## src/rtl/controle_es_atraso.sv

```systemverilog
// Executes the delay / switch-input / display-output instructions of the ctrl4 bundle
// and stalls the fetch logic while a delay or an input is pending.
module controle_es_atraso #(
    parameter int DATA_W   = 32,
    parameter int CHAVE_W  = 16,
    parameter int CONT_W   = 16,
    parameter int TICK_DIV = 50000
) (
    input  logic              clock,
    input  logic              reset,
    input  logic              delay,
    input  logic              entrada,
    input  logic              saida,
    input  logic [DATA_W-1:0] dado_reg,
    input  logic [CHAVE_W-1:0] chave,
    input  logic              botao_ok,
    output logic              parado,
    output logic              esc_entrada,
    output logic [DATA_W-1:0] dado_entrada,
    output logic [DATA_W-1:0] saida_display,
    output logic              saida_valida,
    output logic [1:0]        estado
);

    localparam logic [1:0] OCIOSO  = 2'd0;
    localparam logic [1:0] ATRASO  = 2'd1;
    localparam logic [1:0] ESPERA  = 2'd2;
    localparam logic [1:0] CONCLUI = 2'd3;

    localparam int PRE_W = (TICK_DIV > 1) ? $clog2(TICK_DIV) : 1;
    localparam logic [PRE_W-1:0] PRE_MAX = PRE_W'(TICK_DIV - 1);

    logic [CHAVE_W-1:0] chave_m, chave_s;
    logic               botao_m, botao_s, botao_ant;
    logic               btn_borda;
    logic [CONT_W-1:0]  rest;
    logic [PRE_W-1:0]   pre;
    logic [CONT_W-1:0]  n;

    assign n         = dado_reg[CONT_W-1:0];
    // Only a fresh press counts, so a button held before the input instruction is ignored.
    assign btn_borda = botao_s & ~botao_ant;

    always_comb begin
        parado = 1'b0;
        if (estado == OCIOSO)
            parado = delay | entrada;
        else if (estado == ATRASO || estado == ESPERA)
            parado = 1'b1;
    end

    always_ff @(posedge clock) begin
        if (reset) begin
            estado        <= OCIOSO;
            chave_m       <= '0;
            chave_s       <= '0;
            botao_m       <= 1'b0;
            botao_s       <= 1'b0;
            botao_ant     <= 1'b0;
            rest          <= '0;
            pre           <= '0;
            esc_entrada   <= 1'b0;
            dado_entrada  <= '0;
            saida_display <= '0;
            saida_valida  <= 1'b0;
        end else begin
            chave_m      <= chave;
            chave_s      <= chave_m;
            botao_m      <= botao_ok;
            botao_s      <= botao_m;
            botao_ant    <= botao_s;
            esc_entrada  <= 1'b0;
            saida_valida <= 1'b0;
            case (estado)
                OCIOSO: begin
                    if (entrada) begin
                        estado <= ESPERA;
                    end else if (delay) begin
                        if (n == '0) begin
                            estado <= CONCLUI;
                        end else begin
                            rest   <= n;
                            pre    <= PRE_MAX;
                            estado <= ATRASO;
                        end
                    end else if (saida) begin
                        saida_display <= dado_reg;
                        saida_valida  <= 1'b1;
                    end
                end
                ATRASO: begin
                    // Each delay unit is TICK_DIV cycles; the last unit exits straight to CONCLUI.
                    if (pre == '0) begin
                        pre <= PRE_MAX;
                        if (rest == CONT_W'(1))
                            estado <= CONCLUI;
                        else
                            rest <= rest - CONT_W'(1);
                    end else begin
                        pre <= pre - PRE_W'(1);
                    end
                end
                ESPERA: begin
                    if (btn_borda) begin
                        dado_entrada <= DATA_W'(chave_s);
                        esc_entrada  <= 1'b1;
                        estado       <= CONCLUI;
                    end
                end
                default: begin
                    // CONCLUI ignores ctrl4 so the retiring instruction cannot re-trigger.
                    estado <= OCIOSO;
                end
            endcase
        end
    end

endmodule

```

## config.mk

```make
export PLATFORM = sky130hd
export DESIGN_NAME = controle_es_atraso
export DESIGN_NICKNAME = d
export VERILOG_FILES = /design/src/rtl/controle_es_atraso.sv
export SDC_FILE = /design/constraint.sdc
export NUM_CORES = 1
export LEC_CHECK = 0
export CORE_ASPECT_RATIO = 0.9
export CORE_MARGIN = 8
export CORE_UTILIZATION = 55
export CTS_BUF_LIST = sky130_fd_sc_hd__clkbuf_4
export DETAILED_ROUTE_END_ITERATION = 16
export GPL_ROUTABILITY_DRIVEN = 0
export GPL_TIMING_DRIVEN = 0
export MAX_ROUTING_LAYER = met4
export PLACE_DENSITY = 0.93
export SLEW_MARGIN = 20
export SYNTH_ARGS = -nofsm -noshare
export SYNTH_HDL_FRONTEND = slang
export SYNTH_SLANG_ARGS = --single-unit
```

## constraint.sdc

```tcl
create_clock -name clock -period 4.7 [get_ports clock]
set_input_delay 1.41 -clock clock [delete_from_list [all_inputs] [get_ports clock]]
set_output_delay 1.41 -clock clock [all_outputs]
set_load 0.1 [all_outputs]
```

==> impl_metrics.json <==
{
  "status": "finished, final reports clean",
  "area_delta_synth_final_pct": 31.5,
  "clock_skew_ps": 11.3,
  "setup_viol": 0,
  "worstPathRequired_ps": 3290,
  "cts_tree": "done",
  "yosysMostFrequentCell": "dfxtp_1",
  "sw_frac_of_total": 0.431,
  "post_cts_resized": 1,
  "initialDrtViolationCount": 650,
  "slew_headroom": 0.301,
  "synth.avg_cell_area_um2": 8.38,
  "fin_util": 0.734,
  "grt_setup_unrepaired": "no",
  "cp.arrival_ps": 3170,
  "h-tree-depth": 4,
  "synth_commonest_cells": "dfxtp_1, nand2_1, a21oi_1",
  "fill_cells": 680,
  "num_rows": 33,
  "min_path_type": "flip-flop to flip-flop",
  "fin_crit_ps": 4580,
  "antenna_found_initial": 0,
  "crit_chain": "clkdlybuf4s50_1, nor3b_1, nor2_1, dlygate4sd2_1",
  "grt_use_total": 0.243,
  "critPathCaptureType": "output pin",
  "pwr-share-seq": 0.360,
  "fin_hold_ws_ps": 446,
  "fmax_mhz": 218,
  "period_share": 0.974,
  "syn_inst": 600,
  "p_per_area_nw_per_um2": 522,
  "numPortBuffers": 105,
  "cts_sinks": 119,
  "power_frac_clock": 0.237,
  "cap_viol_max_count": 0,
  "firstDrtPassIters": 5,
  "die-area_um2": 12500,
  "synth_top_area_cell": "dfxtp_1",
  "clk_pin_slew_ps": 120,
  "p_comb_frac": 0.403,
  "synth-seq-cells": 119,
  "ir_drop_uv": 288,
  "seq_area_frac_synth": 0.474,
  "slew_viol_final": 0,
  "cpMaxStageDelayCell": "dlygate4sd2_1",
  "wire_per_inst_um": 17.0,
  "wirelength_um": 14900,
  "clk_latency_ps": 520,
  "drive_above_1_share": 0.0838,
  "grt.overflow.total": 0,
  "final_nets": 801,
  "internal-power_mw": 1.96,
  "clk_path_buf_depth": 2,
  "cpPeakStageDelay_ps": 630,
  "post_cts_buffers": 0,
  "vias": 4963,
  "path_max_fanout": 4,
  "netlist_area_um2": 5030,
  "grt_pass1_wl_um": 23300,
  "criticalPathCategory": "primary input to output pin",
  "core_um2": 9000,
  "drt_drc_violations_left": 0,
  "worst_pin_slew_ps": 1050,
  "leakagePower_nw": 2.40,
  "hpwl_um": 11000,
  "cts-root-buf": "clkbuf_4",
  "synth.top_cells.by_area": "dfxtp_1, a21oi_1, nand2_1, nor2b_1, o41ai_1",
  "p_switching_mw": 1.48,
  "synth_edf_count": 0,
  "io_pins": 123,
  "chipHeight_um": 107,
  "yosys.area.top_type_share": 0.474,
  "drtAntennaViolNets": 0,
  "synth_cell_type_count": 53,
  "synth-main-ff-cell": "dfxtp_1",
  "hold_viol_final": 0,
  "grt_max_degree": 17,
  "crit_path_start_kind": "primary input",
  "synthArstFlopShare": 0,
  "viasPerCell": 5.67,
  "dieWidth_um": 117,
  "yosys_warnings": 0,
  "numCtsBuffers": 17,
  "cts_hold_buf": 0,
  "initial_core_util": 0.559,
  "grt_pass1_vias": 4802,
  "total_power_mw": 3.45
}
## kinds of logic (layout without fill, tap and decap cells)
kind of cell	count (synthesis)	count (layout)	synth area share
buffers and inverters	68	205	0.0654
XOR/XNOR	2	2	0.00348
other	1	17	0.000746
multiplexers	2	2	0.00448
flip-flops	119	119	0.474
AND/OR/NAND/NOR	254	254	0.251
adder cells (fa/ha/maj)	8	8	0.0199
AO/OA/AOI/OAI	146	146	0.181
## critical path, delay by kind of cell
kind                   cells  cell delay (ps)
buffers and inverters      2             1090
AND/OR/NAND/NOR            2              660
## power by group through the flow
stage,Clock [mW],Sequential (mW),Combinational [mW]
5_1_grt,0.873,1.26,1.48
3_3_place_gp,0,1.25,1.31
3_5_place_dp,0,1.25,1.35
6_report,0.818,1.24,1.39
4_1_cts,0.825,1.23,1.35
2_1_floorplan,0,1.41,0.849
## cell type report
| type | instances | area (µm²) | area share |
|---|---|---|---|
| antenna | 1 | 2.50 | 0.000379 |
| buffer | 54 | 277 | 0.0418 |
| sequential | 119 | 2380 | 0.360 |
| clock inverter | 15 | 193 | 0.0292 |
| multi-input combinational | 428 | 2370 | 0.359 |
| tap | 122 | 153 | 0.0231 |
| inverter | 14 | 52.6 | 0.00795 |
| clock buffer | 17 | 128 | 0.0193 |
| timing repair buffer | 105 | 1050 | 0.159 |
## per-stage QoR
| step | setup WS [ps] | std cells | cell area, µm² | setup TNS (ps) |
|---|---|---|---|---|
| 3_5_place_dp | -200 | 842 | 6290 | -200 |
| 6_report | 123 | 875 | 6610 | 0 |
| 4_1_cts | 163 | 874 | 6610 | 0 |
| 3_3_place_gp | -198 | 842 | 6290 | -198 |
| 2_1_floorplan | 400 | 615 | 5080 | 0 |
| 5_1_grt | 110 | 874 | 6610 | 0 |
## path summary, 6_finish.rpt
| kind | depth (start not counted) | startpoint | slack, ps | to |
|---|---|---|---|---|
| setup / recovery | 4 | entrada | 120 | parado |
| hold / removal | 1 | chave_m[2]$_SDFF_PP0_ | 450 | chave_s[2]$_SDFF_PP0_ |
| setup reg to reg | 9 | estado[0]$_SDFFE_PP0P_ | 1400 | rest[8]$_SDFFE_PP0P_ |
| hold reg to reg | 1 | chave_m[2]$_SDFF_PP0_ | 450 | chave_s[2]$_SDFF_PP0_ |
## state kept, by name, summed over array words and instances, names as in the netlist
signal / count
chave_m: 16
botao_s: 1
dado_entrada: 16
rest: 16
esc_entrada: 1
botao_m: 1
botao_ant: 1
pre: 16
estado: 2
saida_display: 32
chave_s: 16
saida_valida: 1
## layer usage
layer	up-vias	track usage	wire length, µm
met5	-	-	0
met4	0	0.122	520
met3	53	0.0680	1690
met2	330	0.384	6950
met1	2228	0.278	5740
li1	2352	-	-
## cell usage in the layout (no fill, tap or decap), types with 3 or more instances in the layout
master and instances:
or2_2 4, inv_1 14, clkbuf_1 33, a211oi_1 3, or3_1 9, clkinv_4 4, inv_6 5, o21ai_0 10
ha_1 8, clkdlybuf4s50_1 104, a22oi_1 3, nor4_1 8, nand2b_1 4, dfxtp_1 119, a31oi_1 5, buf_4 17
nand2_1 105, nand4_1 6, conb_1 16, o41ai_1 15, nor2_1 34, clkbuf_4 17, a21oi_1 80, bufinv_16 3
nor2b_1 40, a221oi_1 5, o31ai_1 5, nor3_1 15, or4_1 13
(Power assumes the default switching activity.)
